`src/rtl/mu_ledger.sv`:
```
// mu_ledger: upstream sequencer and accumulator for mu_alu.
//
// It takes μ-cost charge requests, buffers them in a small FIFO, and drives
// the mu_alu handshake. It keeps a saturating Q16.16 running total and sticky
// error flags. A direct charge takes one ALU ADD. An info-gain charge takes an
// INFO_GAIN transaction, then an ADD of the returned gain.
//
// Ports:
//   clk, rst_n          system clock, asynchronous active-low reset
//   clear               synchronous ledger clear (total, flags, FIFO, FSM)
//   req_valid/ready     request handshake; ready is registered (!full)
//   req_kind/a/b        0: direct charge of a (Q16.16); 1: info gain a->b
//   alu_op/operand_a/b  held stable from issue until the response or abort
//   alu_valid           one-cycle issue strobe
//   alu_result/ready/overflow  response from mu_alu
//   mu_total            accumulated μ-cost, Q16.16, clamps at MU_MAX
//   mu_saturated, err_bad_req, err_timeout   sticky status flags
//   fifo_count          request FIFO occupancy
//   busy                FSM not idle or FIFO not empty
module mu_ledger #(
    parameter int          FIFO_DEPTH     = 4,
    parameter int          TIMEOUT_CYCLES = 64,
    parameter logic [31:0] MU_MAX         = 32'h7FFFFFFF
) (
    input  logic                          clk,
    input  logic                          rst_n,
    input  logic                          clear,
    input  logic                          req_valid,
    output logic                          req_ready,
    input  logic                          req_kind,
    input  logic [31:0]                   req_a,
    input  logic [31:0]                   req_b,
    output logic [2:0]                    alu_op,
    output logic [31:0]                   alu_operand_a,
    output logic [31:0]                   alu_operand_b,
    output logic                          alu_valid,
    input  logic [31:0]                   alu_result,
    input  logic                          alu_ready,
    input  logic                          alu_overflow,
    output logic [31:0]                   mu_total,
    output logic                          mu_saturated,
    output logic                          err_bad_req,
    output logic                          err_timeout,
    output logic [$clog2(FIFO_DEPTH):0]   fifo_count,
    output logic                          busy
);

    localparam int PTR_W = $clog2(FIFO_DEPTH);
    localparam int CNT_W = PTR_W + 1;
    localparam int TO_W  = $clog2(TIMEOUT_CYCLES + 1);

    localparam logic [2:0]       OP_ADD  = 3'd0;
    localparam logic [2:0]       OP_GAIN = 3'd5;
    localparam logic [PTR_W-1:0] PTR_ONE = PTR_W'(1);
    localparam logic [CNT_W-1:0] CNT_ONE = CNT_W'(1);
    localparam logic [CNT_W-1:0] CNT_ZERO = CNT_W'(0);
    localparam logic [CNT_W-1:0] CNT_FULL = CNT_W'(FIFO_DEPTH);
    localparam logic [TO_W-1:0]  TO_ONE  = TO_W'(1);
    localparam logic [TO_W-1:0]  TO_LAST = TO_W'(TIMEOUT_CYCLES - 1);

    typedef enum logic [2:0] {
        ST_IDLE       = 3'd0,
        ST_ISSUE_GAIN = 3'd1,
        ST_WAIT_GAIN  = 3'd2,
        ST_ISSUE_ADD  = 3'd3,
        ST_WAIT_ADD   = 3'd4
    } state_t;

    // FIFO storage and pointers
    logic                 kind_mem_r [FIFO_DEPTH];
    logic [31:0]          a_mem_r    [FIFO_DEPTH];
    logic [31:0]          b_mem_r    [FIFO_DEPTH];
    logic [PTR_W-1:0]     wr_ptr_r;
    logic [PTR_W-1:0]     rd_ptr_r;
    logic [CNT_W-1:0]     count_r;
    logic [CNT_W-1:0]     count_next_s;
    logic                 req_ready_r;
    logic                 push_s;
    logic                 pop_s;
    logic                 head_kind_s;
    logic [31:0]          head_a_s;
    logic [31:0]          head_b_s;

    // Sequencer state and registered outputs
    state_t               state_r;
    logic [TO_W-1:0]      wait_cnt_r;
    logic [2:0]           alu_op_r;
    logic [31:0]          alu_a_r;
    logic [31:0]          alu_b_r;
    logic                 alu_valid_r;
    logic [31:0]          mu_total_r;
    logic                 mu_sat_r;
    logic                 err_bad_r;
    logic                 err_to_r;

    // clear wins over both FIFO ports; the FSM only pops from IDLE
    assign push_s = req_valid && req_ready_r && (count_r != CNT_FULL) && !clear;
    assign pop_s  = (state_r == ST_IDLE) && (count_r != CNT_ZERO) && !clear;

    assign head_kind_s = kind_mem_r[rd_ptr_r];
    assign head_a_s    = a_mem_r[rd_ptr_r];
    assign head_b_s    = b_mem_r[rd_ptr_r];

    // Next FIFO occupancy; a simultaneous push and pop leaves it unchanged
    always_comb begin
        count_next_s = count_r;
        case ({push_s, pop_s})
            2'b10:   count_next_s = count_r + CNT_ONE;
            2'b01:   count_next_s = count_r - CNT_ONE;
            default: count_next_s = count_r;
        endcase
    end

    // Request FIFO: storage, wrapping pointers, occupancy and registered ready
    always_ff @(posedge clk or negedge rst_n) begin
        if (!rst_n) begin
            for (int i = 0; i < FIFO_DEPTH; i++) begin
                kind_mem_r[i] <= 1'b0;
                a_mem_r[i]    <= 32'd0;
                b_mem_r[i]    <= 32'd0;
            end
            wr_ptr_r    <= {PTR_W{1'b0}};
            rd_ptr_r    <= {PTR_W{1'b0}};
            count_r     <= CNT_ZERO;
            req_ready_r <= 1'b0;
        end else if (clear) begin
            wr_ptr_r    <= {PTR_W{1'b0}};
            rd_ptr_r    <= {PTR_W{1'b0}};
            count_r     <= CNT_ZERO;
            req_ready_r <= 1'b1;
        end else begin
            if (push_s) begin
                kind_mem_r[wr_ptr_r] <= req_kind;
                a_mem_r[wr_ptr_r]    <= req_a;
                b_mem_r[wr_ptr_r]    <= req_b;
                wr_ptr_r             <= wr_ptr_r + PTR_ONE;
            end
            if (pop_s) begin
                rd_ptr_r <= rd_ptr_r + PTR_ONE;
            end
            count_r     <= count_next_s;
            req_ready_r <= (count_next_s != CNT_FULL);
        end
    end

    // Sequencer FSM: pops requests, issues ALU transactions, accumulates total
    always_ff @(posedge clk or negedge rst_n) begin
        if (!rst_n) begin
            state_r     <= ST_IDLE;
            wait_cnt_r  <= {TO_W{1'b0}};
            alu_op_r    <= OP_ADD;
            alu_a_r     <= 32'd0;
            alu_b_r     <= 32'd0;
            alu_valid_r <= 1'b0;
            mu_total_r  <= 32'd0;
            mu_sat_r    <= 1'b0;
            err_bad_r   <= 1'b0;
            err_to_r    <= 1'b0;
        end else if (clear) begin
            // A response still in flight is ignored because we are back in IDLE
            state_r     <= ST_IDLE;
            wait_cnt_r  <= {TO_W{1'b0}};
            alu_op_r    <= OP_ADD;
            alu_a_r     <= 32'd0;
            alu_b_r     <= 32'd0;
            alu_valid_r <= 1'b0;
            mu_total_r  <= 32'd0;
            mu_sat_r    <= 1'b0;
            err_bad_r   <= 1'b0;
            err_to_r    <= 1'b0;
        end else begin
            case (state_r)
                ST_IDLE: begin
                    alu_valid_r <= 1'b0;
                    if (pop_s) begin
                        if (mu_sat_r) begin
                            // Ledger is pinned at MU_MAX: discard without ALU traffic
                            state_r <= ST_IDLE;
                        end else if (!head_kind_s && head_a_s[31]) begin
                            err_bad_r <= 1'b1;
                            state_r   <= ST_IDLE;
                        end else if (!head_kind_s) begin
                            alu_op_r    <= OP_ADD;
                            alu_a_r     <= mu_total_r;
                            alu_b_r     <= head_a_s;
                            alu_valid_r <= 1'b1;
                            state_r     <= ST_ISSUE_ADD;
                        end else begin
                            alu_op_r    <= OP_GAIN;
                            alu_a_r     <= head_a_s;
                            alu_b_r     <= head_b_s;
                            alu_valid_r <= 1'b1;
                            state_r     <= ST_ISSUE_GAIN;
                        end
                    end else begin
                        state_r <= ST_IDLE;
                    end
                end
                ST_ISSUE_GAIN: begin
                    alu_valid_r <= 1'b0;
                    wait_cnt_r  <= {TO_W{1'b0}};
                    state_r     <= ST_WAIT_GAIN;
                end
                ST_WAIT_GAIN: begin
                    if (alu_ready) begin
                        if (alu_overflow) begin
                            mu_total_r <= MU_MAX;
                            mu_sat_r   <= 1'b1;
                            state_r    <= ST_IDLE;
                        end else begin
                            // The gain becomes the addend of the follow-up ADD
                            alu_op_r    <= OP_ADD;
                            alu_a_r     <= mu_total_r;
                            alu_b_r     <= alu_result;
                            alu_valid_r <= 1'b1;
                            state_r     <= ST_ISSUE_ADD;
                        end
                    end else if (wait_cnt_r == TO_LAST) begin
                        err_to_r <= 1'b1;
                        state_r  <= ST_IDLE;
                    end else begin
                        wait_cnt_r <= wait_cnt_r + TO_ONE;
                    end
                end
                ST_ISSUE_ADD: begin
                    alu_valid_r <= 1'b0;
                    wait_cnt_r  <= {TO_W{1'b0}};
                    state_r     <= ST_WAIT_ADD;
                end
                ST_WAIT_ADD: begin
                    if (alu_ready) begin
                        // Bit 31 set means the unsigned sum left the positive Q16.16 range
                        if (alu_overflow || alu_result[31] || (alu_result > MU_MAX)) begin
                            mu_total_r <= MU_MAX;
                            mu_sat_r   <= 1'b1;
                        end else begin
                            mu_total_r <= alu_result;
                        end
                        state_r <= ST_IDLE;
                    end else if (wait_cnt_r == TO_LAST) begin
                        err_to_r <= 1'b1;
                        state_r  <= ST_IDLE;
                    end else begin
                        wait_cnt_r <= wait_cnt_r + TO_ONE;
                    end
                end
                default: begin
                    alu_valid_r <= 1'b0;
                    state_r     <= ST_IDLE;
                end
            endcase
        end
    end

    assign req_ready     = req_ready_r;
    assign alu_op        = alu_op_r;
    assign alu_operand_a = alu_a_r;
    assign alu_operand_b = alu_b_r;
    assign alu_valid     = alu_valid_r;
    assign mu_total      = mu_total_r;
    assign mu_saturated  = mu_sat_r;
    assign err_bad_req   = err_bad_r;
    assign err_timeout   = err_to_r;
    assign fifo_count    = count_r;
    assign busy          = (state_r != ST_IDLE) || (count_r != CNT_ZERO);

endmodule

```
`config.mk`:
```
export PLATFORM = sky130hd
export DESIGN_NAME = mu_ledger
export DESIGN_NICKNAME = d
export VERILOG_FILES = /design/src/rtl/mu_ledger.sv
export SDC_FILE = /design/constraint.sdc
export NUM_CORES = 1
export LEC_CHECK = 0
export ABC_CLOCK_PERIOD_IN_PS = 4700
export CAP_MARGIN = 20
export CORE_MARGIN = 2
export CORE_UTILIZATION = 39
export CTS_BUF_LIST = sky130_fd_sc_hd__clkbuf_16
export DETAILED_ROUTE_END_ITERATION = 8
export GPL_TIMING_DRIVEN = 0
export PLACE_DENSITY_LB_ADDON = 0.2
export SETUP_SLACK_MARGIN = 0.05
export SLEW_MARGIN = 5
export SYNTH_ARGS = -nofsm -noshare
export SYNTH_HDL_FRONTEND = slang
export SYNTH_SLANG_ARGS = --single-unit
export TNS_END_PERCENT = 1
```
`constraint.sdc`:
```
create_clock -name clk -period 4.7 [get_ports clk]
set_input_delay 0.47 -clock clk [delete_from_list [all_inputs] [get_ports clk]]
set_output_delay 0.47 -clock clk [all_outputs]
set_load 0.01 [all_outputs]
```
Word-level counts from Yosys, hierarchy flattened
Cells that the tools add are included.

operators by class
  $add $sub $neg = 5
  reductions and logical operators = 34
  order comparisons = 4
  bitwise operators = 3
  equal/unequal tests = 22
  mux-type cells = 89

operator list
  cell                    count
  $mux W32                24
  $bwmux W128             2
  $pmux W32 S2            3
  $bmux W32 S2            2
  $demux W32 S2           1
  $mux W3                 13
  $ne A3 B3 Y1 const B    12
  $gt A32 B31 Y1 const B  1
  $mux W1                 24
  $mux W7                 3
  $mux W2                 8
  $pmux W3 S5             1
  $reduce_bool A3 Y1      5
  $pmux W7 S2             1
  $pmux W3 S2             2
  $reduce_bool A2 Y1      6
  $reduce_and A3 Y1       3
  $reduce_and A4 Y1       2
  $add A7 B1 Y7 const B   1
  $eq A7 B6 Y1 const B    1
  $logic_and A1 B1 Y1     7
  $eq A3 B2 Y1 const B    2
  $ge A3 B3 Y1 const B    2
  $ne A2 B2 Y1 const B    3
  other kinds (22)        28

storage, ports and cells
  bits in registers = 381
  output and inout port bits = 108
  logic and storage cells = 183
  input port bits = 103

Logic depth before layout (Yosys ltp)
Gate-level depths: netlist (run 1).

  word-level depth = 11
  mapped depth = 11
  depth with buffers taken out = 10

Worst setup path before layout (run 1)
No wires, ideal clock.

  path kind = input to register
  start = input port clear
  end = register req_ready_r (netlist: req_ready)
  stages on the path = 11
  setup time = 0.124 ns
  arrival time = 2.424 ns
  path buffers = 3
  required time = 4.576 ns
  setup slack = 2.152 ns
  path through = clkbuf_1 clkbuf_1 buf_1 nor2_1 ha_1 inv_1 fa_1 xor2_1 or3_1 a21oi_1 nand2_1

on the way
  cells in the longest elaborated chain, start to end = 6
  elaborated cells on any way between the ends = 8
  classes of those cells = eq/ne (3); mux (2); reduce/logical (3)

ends and longest elaborated chain
  element                                       RTL line  text
  from (decl)                                   27        input logic clear,
  $logic_not A1 Y1                              97, 98
  $logic_and A1 B1 Y1 (on tied branches)        98, 97
  $eq A2 B1 Y1 or $eq A2 B2 Y1 (tied branches)  107       case ({push_s, pop_s})
  $pmux W3 S2                                   107
  $ne A3 B3 Y1                                  142       req_ready_r <= (count_next_s != CNT_FULL);
  $mux W1 *                                     126       end else if (clear) begin
  to (signal assigned)                          142
  to (decl)                                     77        logic req_ready_r;

Every way passes the cells marked *; elsewhere a longest branch is shown, timed or not.
A chain may end at the register's enable or synchronous reset.

Worst setup path after layout (run 1)
Same ends and word-level chain as after synthesis.

==> impl_results.md, run 1 <==
* Pleak at 0.00952 µW
* Critical R2R Launch: state_r[2]$_DFF_PN0_
* Final hold violations at 0
* Distinct cell type count after synthesis at 55
* R2R Path End: mu_total[22]$_DFFE_PN0P_
* Num CTS Buffers at 43
* Max Clock Skew at 0.0193 ns
* Pin count of the biggest net entering global routing at 104
* Initial drt markers at 719
* Die Footprint at 0.0475 mm²
* Reg clk slew, reported paths at 0.06 ns
* Post-synthesis xor/xnor area fraction at 0.245%
* CTS tree: built
* Worst path required time at 5.14 ns
* Final setup viols at 0
* Worst Tran Pin Value at between 1 and 1.5 ns
* Main synth FF type: dfrtp_1
* CTS root buffer: clkbuf_16
* First-pass GRT wire length at 78200 µm
* Clk sinks at about 380
* CP Cell Sequence: clkbuf_1, clkbuf_1, buf_1, nor2_1, ha_1, inv_1, fa_1, xor2_1, or3_1, a21oi_1, nand2_1
* Initial antenna violation count at 5
* Grt total ovfl at 0
* Max Fanout on Critical Path at 10
* Slowest cell on crit path: clkbuf_1
* Mapped Nets at 1367
* Synth warn at 0
* RePlAce Congestion at between 0.8 and 0.9
* Core footprint at ~0.045 mm²
* Yosys reg bits at between 300 and 400
* Crit Path Class: primary input to flip-flop
* Num ports at between 200 and 250
* Crit-path most repeated cell: clkbuf_1
* Min-delay src: alu_operand_b[20]$_DFFE_PN0P_
* Post-synthesis compound-gate area fraction at 6.95%
* Routed vias at approximately 12000
* Post-synth EDFFs at 0
* Cells after Synth at 1257
* Worst Hold Class: flip-flop to flip-flop
* Share of post-route cells with drive strength above 1 at 36.2%
* Wire per inst at 23.8 µm
* RSZ-0062 raised after global routing: no
* Vias in the first global route at 12600
* Worst R2R Setup Slack at 1.98 ns
* Detailed Place HPWL at 36300 µm
* Via/cell ratio at 5.42
* Max incr delay on CP at 0.53 ns
* Outcome: finished clean
* CP Capture Type: flip-flop
* Final nets at 1624
* Clock latency on the worst-skew pair at 0.57 ns
* Drt first pass iters at 5
* Critical Path AT at 3.28 ns
* Layout area overhead at 23.8%
* Filler cells at 4019
* Largest family of logic cells by synthesized area: multiplexers
* Async S/R FF share, synth at 100%
* Synth top area share at 53.1%
* CTS max path bufs at 3
* Post-synthesis sequential area ratio at a little over half
* Critical Path Start Type: primary input
* PortBufs at 208
* Simple logic cell fraction of the synthesized area at 4.35%
* Syn Area/Cell at 14.2 µm²
* Worst Setup Slack post-DPL at 1.29 ns
* Routed Antenna Nets at 0
* Hold depth at 1
* Mux share of post-synthesis cell area at 31.3%
* DRC viols at 0
* PwrDens at 621 mW/mm²
* Reg2Reg Depth at 5
* Setup WS post-layout at approximately 1.9 ns
* Max transition margin at 23.5%
* Pwr Total at 13700 µW
* Synth area leader: dfrtp_1
* Post-synth top cells: dfrtp_1 (379), mux2_2 (295), nor2_1 (80)
* Htree depth at 2
* Peak VDD IR at 0.275 mV
* Final wirelength at 51200 µm
* CTS resizes at 0
* Total track usage at 22.0%
* Synth top area cells: dfrtp_1 (53%), mux2_2 (19%), mux4_2 (8.2%)
* Max Fclk at 351 MHz
* Final period util at around three fifths
* Max_cap viols at 0
* Starting Density at 39.4%
* Synth Area in Adders at 0.533%
* Die Ht at about 220 µm
* Site row count at 78
* Post-CTS Setup Bufs at 0
* Post-Syn Area at 0.0178 mm²
* Tmin final at 2.85 ns
* Hold endpoint: alu_operand_b[20]$_DFFE_PN0P_
* Slew Limit Fails at 0
* Top-count cell post-synth: dfrtp_1
* Die Width at 218 µm
## worst max-delay path, delay by kind of cell
kind,cells,cell delay (ns)
compound gates,1,0.20
xor+xnor,1,0.07
fa+ha+maj,2,0.40
buf+inv,4,1.63
simple gates,3,0.51
## per-stage QoR
step | TNS (ns) | utilization [%] | area, µm² | cells | hold slack [ns]
3_5_place_dp | 0 | 45.9 | 20800 | 2068 | 0.473
2_1_floorplan | 0 | - | 17800 | 1257 | 0.174
4_1_cts | 0 | 48.7 | 22100 | 2146 | 0.492
3_3_place_gp | -5203.41 | 45.7 | 20700 | 2065 | 0.475
6_report | 0 | 48.8 | 22100 | 2151 | 0.494
5_1_grt | 0 | 48.8 | 22100 | 2149 | 0.507
## worst max-delay path by stage
stage | start | to | slack [ns] | cells after the start
after detailed placement | clear | req_ready$_DFF_PN0_ | 1.29 | 11
after global placement | rst_n | a_mem_r[12]$_DFFE_PN0P_ | -13.77 | 1
after global routing | clear | req_ready$_DFF_PN0_ | 1.72 | 11
after floorplan | clear | req_ready$_DFF_PN0_ | 2.15 | 11
after CTS | clear | req_ready$_DFF_PN0_ | 1.89 | 11
final | clear | req_ready$_DFF_PN0_ | 1.85 | 11
## state kept, by name (all words and copies together) (netlist names)
name,cells
kind_mem_r,4
mu_total,32
state_r,3
wr_ptr_r,2
alu_valid,1
req_ready,1
fifo_count,3
rd_ptr_r,2
a_mem_r,128
alu_op,1
alu_operand_a,32
alu_operand_b,32
wait_cnt_r,7
err_timeout,1
b_mem_r,128
mu_saturated,1
err_bad_req,1
## final cells by class
class	instances	area (µm²)	area share, %
plain buffers	98	566	2.56
well taps	600	751	3.40
flip-flops and latches	379	9480	42.9
clock buffers	45	1130	5.10
multi-input cells	765	7740	35.0
clock inverters	32	170	0.770
inverters	15	56.3	0.255
diodes	5	12.5	0.0567
repair buffers	212	2180	9.87
## cells by family after synthesis
| logic type | Yosys count |
|---|---|
| other | 1 |
| AND/OR/NAND/NOR | 166 |
| multiplexers | 425 |
| adder cells (fa/ha/maj) | 7 |
| XOR/XNOR | 5 |
| buffers and inverters | 113 |
| AO/OA/AOI/OAI | 161 |
| flip-flops | 379 |
## cell usage in the layout (no fill, tap or decap), drive strengths merged, types with 31 or more instances in the layout
cell / instances
dfrtp: 379
mux2: 324
clkdlybuf4s50: 207
buf: 82
nor2: 80
mux4: 65
clkbuf: 65
a21oi: 41
nand3: 39
mux2i: 36
a211oi: 34
a21bo: 31
o2bb2ai: 31
## report_power, final
| part | internal, µW | total, µW | switching (µW) |
|---|---|---|---|
| Combinational | 2920 | 5330 | 2410 |
| Clock | 1780 | 3140 | 1360 |
| Sequential | 4550 | 5250 | 705 |
| Total | 9250 | 13700 | 4470 |
## repair_timing
action                                 CTS  global route
endpoints found under the hold margin   41             0
setup endpoints to repair                0             0
hold buffers                             1             0
## metal layers
| layer | GRT usage, % | vias up | part of all wire (%) |
|---|---|---|---|
| li1 | - | 5163 | - |
| met1 | 30.3 | 6114 | 45 |
| met2 | 35.4 | 320 | 48 |
| met3 | 3.60 | 72 | 5.1 |
| met4 | 7.60 | 0 | 2.4 |
| met5 | 0 | - | 0 |
(Power assumes the default switching activity.)
==> inputs of run 2 (changes only) <==
- ABC_CLOCK_PERIOD_IN_PS: 4700 -> 2500
- clock period: 4.7 -> 2.5 ns (I/O delays scaled with it)
==> run 2 against run 1 <==
First-iteration DRC count fell by 4.7%. Hold slack worse by 0.18 ns. Register-to-register slack worse by 2.0 ns.
==> impl_results.md, run 2 (same netlist as run 1, synthesis figures left out) <==
* Outcome: finished clean
* CP Capture Type: flip-flop
* RSZ-0062 raised after global routing: yes
* CP Cell Sequence: buf_2, nor3_4, nand2_2, nor2_2, ha_2, inv_1, fa_1, xor2_1, or3_1, a21oi_2, nand2_1
* Num ports at 211 (unchanged)
* CTS tree: built
* Reg clk slew, reported paths at 0.06 ns (about the same)
* Site row count at 78 (unchanged)
* Tmin final at roughly 2.5 ns
* Final wirelength at 51300 µm (+0.12%)
* Drt first pass iters at 5 (unchanged)
* Final hold violations at 0 (unchanged)
* Max incr delay on CP at 0.37 ns (-0.16 ns)
* DRC viols at 0 (unchanged)
* Max Clock Skew at 0.0204 ns (+0.00108 ns)
* Wire per inst at 23.8 µm (+0.12%)
* Htree depth at 2 (unchanged)
* Worst hold margin at 0.311 ns (-0.183 ns)
* Initial drt markers at 685 (-4.7%)
* Filler cells at 4004 (-0.37%)
* Detailed Place HPWL at 36300 µm (unchanged)
* Pleak at 0.00956 µW (+0.43%)
* Critical Path Start Type: flip-flop
* Clk sinks at 379 (unchanged)
* Max Fclk at 401 MHz
* Clock latency on the worst-skew pair at 0.57 ns (about the same)
* Die Footprint at 0.0475 mm² (unchanged)
* Setup TNS at 0 ns (unchanged)
* Max transition margin at 38.1% (+15 points)
* Num CTS Buffers at 43 (unchanged)
* Starting Density at 39.4% (unchanged)
* Crit Path Class: flip-flop to flip-flop
* Finished Core Util at 48.9% (+0.14 points)
* Share of post-route cells with drive strength above 1 at 37.2% (+1.0 points)
* Critical Path AT at 2.94 ns (-0.34 ns)
* Worst Tran Pin Value at 0.929 ns (-0.217 ns)
* Worst Hold Class: primary input to flip-flop
* Grt total ovfl at 0 (unchanged)
* Vias in the first global route at 12600 (-0.095%)
* Core footprint at 0.0453 mm² (unchanged)
* Max Fanout on Critical Path at 10 (unchanged)
* Via/cell ratio at 5.42 (about the same)
* Worst Setup Slack post-DPL at -0.691 ns (-1.98 ns)
* Worst path required time at 2.94 ns (-2.20 ns)
* Die Width at 218 µm (unchanged)
* CTS root buffer: clkbuf_16
* Most frequent cells in the layout: dfrtp_1 (379), mux2_2 (295), clkdlybuf4s50_1 (207)
* Pin count of the biggest net entering global routing at 104 (unchanged)
* Final setup viols at 0 (unchanged)
* Total track usage at 22.0% (about the same)
* Die Ht at 218 µm (unchanged)
* RePlAce Congestion at 0.808 (unchanged)
* Slew Limit Fails at 0 (unchanged)
* Max_cap viols at 0 (unchanged)
* Top flop regs: a_mem_r x128, b_mem_r x128
* PwrDens at 1170 mW/mm² (+88%)
* First-pass GRT wire length at 78200 µm (about the same)
* Final nets at 1624 (unchanged)
* Setup WS post-layout at 0.00543 ns (-1.85 ns)
* Routed vias at 11700 (-0.051%)
* Final period util at 99.8%
* CTS max path bufs at 3 (unchanged)
* Layout area overhead at 24.1%
* Routed Antenna Nets at 0 (unchanged)
* Initial antenna violation count at 5 (unchanged)
* Peak VDD IR at 0.515 mV (+88%)
* Most common cell after layout, fill and taps aside: dfrtp_1
* PortBufs at 208 (unchanged)
* Slowest cell on crit path: dfrtp_1
[run 2: cell count changes in the layout (fill, tap and decap cells not counted), moves of 3 or more]
cell,previous run,this run
buf_1,9,6
clkbuf_1,20,13
clkbuf_2,0,5
clkbuf_4,0,3
[run 2: path summary, 6_finish.rpt]
| kind | start | end | slack, ns | cells after the start |
|---|---|---|---|---|
| max | state_r[0]$_DFF_PN0_ | req_ready$_DFF_PN0_ | 0.005 | 11 |
| min | alu_result[26] | mu_total[26]$_DFFE_PN0P_ | 0.31 | 3 |
| max reg2reg | state_r[0]$_DFF_PN0_ | req_ready$_DFF_PN0_ | 0.005 | 11 |
| min reg2reg | alu_operand_b[16]$_DFFE_PN0P_ | alu_operand_b[16]$_DFFE_PN0P_ | 0.49 | 1 |
| max in group asynchronous | rst_n | a_mem_r[110]$_DFFE_PN0P_ | 0.79 | 4 |
| min in group asynchronous | rst_n | alu_operand_b[28]$_DFFE_PN0P_ | 0.32 | 2 |
[run 2: metrics by stage]
stage               std cells  cell area [µm²]  total power (µW)
global route             2149            22100             27300
floorplan                1257            17800             16300
CTS                      2145            22100             26100
detailed placement       2068            20800             20000
global placement         2065            20700             19800
finish                   2151            22200             25900
[run 2: final cells by class]
cell class / count / area (µm²) / share of cell area [%]
inverters: 15 / 56.3 / 0.254
diodes: 5 / 12.5 / 0.0565
plain buffers: 97 / 587 / 2.65
flip-flops and latches: 379 / 9480 / 42.8
clock buffers: 45 / 1130 / 5.08
repair buffers: 213 / 2190 / 9.87
clock inverters: 32 / 170 / 0.768
multi-input cells: 765 / 7780 / 35.1
well taps: 600 / 751 / 3.39
[run 2: timing repair]
item / CTS / global route
pin swaps: 1 / 1
resized for setup: 13 / 11
buffers inserted: 0 / 1
setup endpoints to repair: 284 / 253
hold buffers: 1 / 0
endpoints found under the hold margin: 101 / 0
[run 2: where the power goes]
| group | internal (µW) | switching [µW] |
|---|---|---|
| clock network | 3340 | 2550 |
| registers | 8550 | 1330 |
| logic | 5520 | 4560 |
| total | 17400 | 8450 |
[run 2: metal layers]
layer / global-route usage [%] / vias up / share of wire [%]
met1: 30.3 / 6123 / 45
met3: 3.60 / 72 / 5.1
met4: 7.60 / 0 / 2.3
met5: 0 / - / 0
li1: - / 5156 / -
met2: 35.4 / 312 / 48
[run 2: worst max-delay path: cells and delay by family, from the launching register on]
family                   cells  cell delay (ns)
adder cells (fa/ha/maj)      2             0.56
flip-flops                   1             0.37
buffers and inverters        2             0.25
AND/OR/NAND/NOR              5             0.88
AO/OA/AOI/OAI                1             0.16
XOR/XNOR                     1             0.16
==> inputs of run 3 (changes only) <==
- CORE_UTILIZATION: 39 -> 51
- HOLD_SLACK_MARGIN: unset -> 0.06
- SLEW_MARGIN: 5 -> 30
==> run 3 against run 2 <==
Power decreased by 1.3%. Sequential power is 0.4% lower. Combinational power is essentially flat. Register-to-register slack gained 0.099 ns. Utilization up 15 points. Largest cell class unchanged. Largest power group unchanged.
==> impl_results.md, run 3 (same netlist as run 1, synthesis figures left out) <==
* Grt total ovfl at 0 (unchanged)
* Setup WS post-layout at 0.104 ns (+0.0990 ns)
* Non-filler instance count after layout at 2001 (-7.0%)
* Max Clock Skew at 0.0160 ns (-0.00438 ns)
* CTS tree: built
* CTS root buffer: clkbuf_16
* PortBufs at 208 (unchanged)
* Core footprint at 0.0345 mm² (-24%)
* Layout area overhead at 22.8%
* CTS max path bufs at 3 (unchanged)
* Starting Density at 51.7% (+12 points)
* Crit path to: req_ready$_DFF_PN0_
* Critical Path AT at 2.80 ns (-0.14 ns)
* Die Footprint at 0.0365 mm² (-23%)
* Detailed Place HPWL at 34000 µm (-6.3%)
* Share of post-route cells with drive strength above 1 at 37.1% (-0.14 points)
* Worst Setup Slack post-DPL at -0.630 ns (+0.0613 ns)
* Crit Path Class: flip-flop to flip-flop
* Final hold violations at 0 (unchanged)
* Reg2Reg Depth at 11 (unchanged)
* Max Fanout on Critical Path at 10 (unchanged)
* Switching Power at 8270 µW (-2.1%)
* Switch share at 32.4% (-0.28 points)
* Final period util at 95.8% (-4.0 points)
* RSZ-0062 raised after global routing: yes
* Finished Core Util at 63.4% (+15 points)
* Internal power of the cells at 17300 µW (-0.87%)
* Max_cap viols at 0 (unchanged)
* Wire per inst at 24.2 µm (+1.7%)
* Pleak at 0.00954 µW (-0.24%)
* Clk sinks at 379 (unchanged)
* Die Ht at 191 µm (-12%)
* Final wirelength at 48500 µm (-5.4%)
* Via/cell ratio at 5.88 (+8.4%)
* RePlAce Congestion at 0.796 (-1.5%)
* Die Width at 191 µm (-12%)
* Site row count at 68 (-13%)
* Max transition margin at 45.3% (+7.2 points)
* Worst Hold Class: primary input to asynchronous set/reset pin
* Most common cell after layout, fill and taps aside: dfrtp_1
* Worst path required time at 2.90 ns (-0.04 ns)
* Worst Tran Pin Value at 0.818 ns (-0.111 ns)
* Most frequent cells in the layout: dfrtp_1 (379), mux2_2 (295), clkdlybuf4s50_1 (207)
* CP Capture Type: flip-flop
* DRC viols at 0 (unchanged)
* Total track usage at 27.1% (+5.1 points)
* Pin count of the biggest net entering global routing at 89 (-14%)
* Max Fclk at 417 MHz (+4.1%)
* Crit path from: state_r[0]$_DFF_PN0_
* Filler cells at 2682 (-33%)
* R2R Path End: req_ready$_DFF_PN0_
* Num CTS Buffers at 41 (-4.7%)
* Final setup viols at 0 (unchanged)
* Drt first pass iters at 4 (-1)
* Tmin final at 2.40 ns (-0.0990 ns)
* Reg clk slew, reported paths at 0.06 ns (about the same)
* Combinational Power Share at 39.6% (+0.6 points)
* Routed Antenna Nets at 0 (unchanged)
* Placed cell areas at 0.0206 mm² (-0.74%)
* PwrDens at 1170 mW/mm² (-0.22%)
* Num ports at 211 (unchanged)
* Htree depth at 2 (unchanged)
* Slew Limit Fails at 0 (unchanged)
* Top flop regs: a_mem_r x128, b_mem_r x128
* Final instance area at 0.0219 mm² (-1.1%)
* Routed vias at 11800 (+0.85%)
* Initial drt markers at 830 (+21%)
* Initial antenna violation count at 6 (+1)
* # placed instances at 1924 (-7.0%)
* Sequential power share at 38.5% (+0.3 points)
* Critical R2R Launch: state_r[0]$_DFF_PN0_
* Worst R2R Setup Slack at 0.10 ns (+0.10 ns)
* Vias in the first global route at 12600 (+0.55%)
* Critical Path Start Type: flip-flop
* Peak VDD IR at 0.622 mV (+21%)
* Clock latency on the worst-skew pair at 0.53 ns (-0.04 ns)
* Outcome: finished clean
* Final nets at 1625 (+0.062%)
* First-pass GRT wire length at 74700 µm (-4.4%)
* Clk pwr share at 21.8% (-1.0 points)
==> run 3: cell count changes in the layout (fill, tap and decap cells not counted), sizes merged <==
cell,before,now
bufinv,1,2
clkinv,23,17
buf,80,84
clkbuf,66,62
inv,22,23
clkdlybuf4s15,1,0
==> run 3: routing by layer <==
metal / up-vias / part of all wire [%] / track usage [%]
met5: - / 0.025 / 0
met4: 2 / 2.5 / 8.49
met3: 92 / 6.2 / 5.09
met2: 379 / 48 / 43.0
met1: 6142 / 44 / 38.0
li1: 5147 / - / -
==> run 3: area by class of cell <==
class | instances | area, µm² | share of cell area (%)
Sequential cell | 379 | 9480 | 43.3
Multi-Input combinational cell | 765 | 7770 | 35.5
Timing Repair Buffer | 215 | 2220 | 10.1
Clock buffer | 41 | 1030 | 4.68
Buffer | 98 | 603 | 2.75
Tap cell | 455 | 569 | 2.60
Clock inverter | 28 | 171 | 0.782
Inverter | 15 | 56.3 | 0.257
Antenna cell | 5 | 12.5 | 0.0571
==> run 3: critical path, cell delays in order (launching register included) <==
cell and delay [ns]:
dfrtp_1 0.38, buf_6 0.15, nor3_4 0.25, nand2_2 0.10, nor2_2 0.09, ha_2 0.19, inv_1 0.05, fa_1 0.37
xor2_1 0.16, or3_1 0.32, a21oi_2 0.14, nand2_1 0.07
==> run 3: how the worst min path moves through the flow <==
stage	to	depth (start not counted)	start
4_1_cts	wait_cnt_r[1]$_DFFE_PN0P_	2	rst_n
3_3_place_gp	alu_operand_b[22]$_DFFE_PN0P_	1	alu_operand_b[22]$_DFFE_PN0P_
2_1_floorplan	a_mem_r[0]$_DFFE_PN0P_	0	rst_n
5_1_grt	wait_cnt_r[0]$_DFFE_PN0P_	2	rst_n
6_report	wait_cnt_r[1]$_DFFE_PN0P_	2	rst_n
3_5_place_dp	wait_cnt_r[1]$_DFFE_PN0P_	1	rst_n
==> run 3: repair_timing <==
| item | CTS | global route |
|---|---|---|
| pin swaps | 0 | 5 |
| hold buffers | 1 | 0 |
| gates resized for setup | 12 | 27 |
| setup buffers | 0 | 2 |
| setup endpoints to repair | 289 | 100 |
| gates cloned | 0 | 0 |
| endpoints found under the hold margin | 48 | 0 |
==> run 3: power by group through the flow <==
stage | clock, µW | sequential, µW | combinational (µW)
after detailed placement | 0 | 9920 | 10000
final | 5580 | 9840 | 10100
after floorplan | 0 | 9680 | 6650
after global placement | 0 | 9830 | 9760
after CTS | 5650 | 9830 | 10100
after global routing | 5910 | 10100 | 10800
==> run 3: through the flow <==
stage / setup TNS (ns) / hold slack, ns / power [µW]
after CTS: -0.0484 / 0.238 / 25600
final: 0 / 0.237 / 25500
after global routing: -0.0170 / 0.258 / 26900
after global placement: -5877.54 / 0.476 / 19600
after floorplan: 0 / -0.0456 / 16300
after detailed placement: -52.50 / 0.192 / 19900
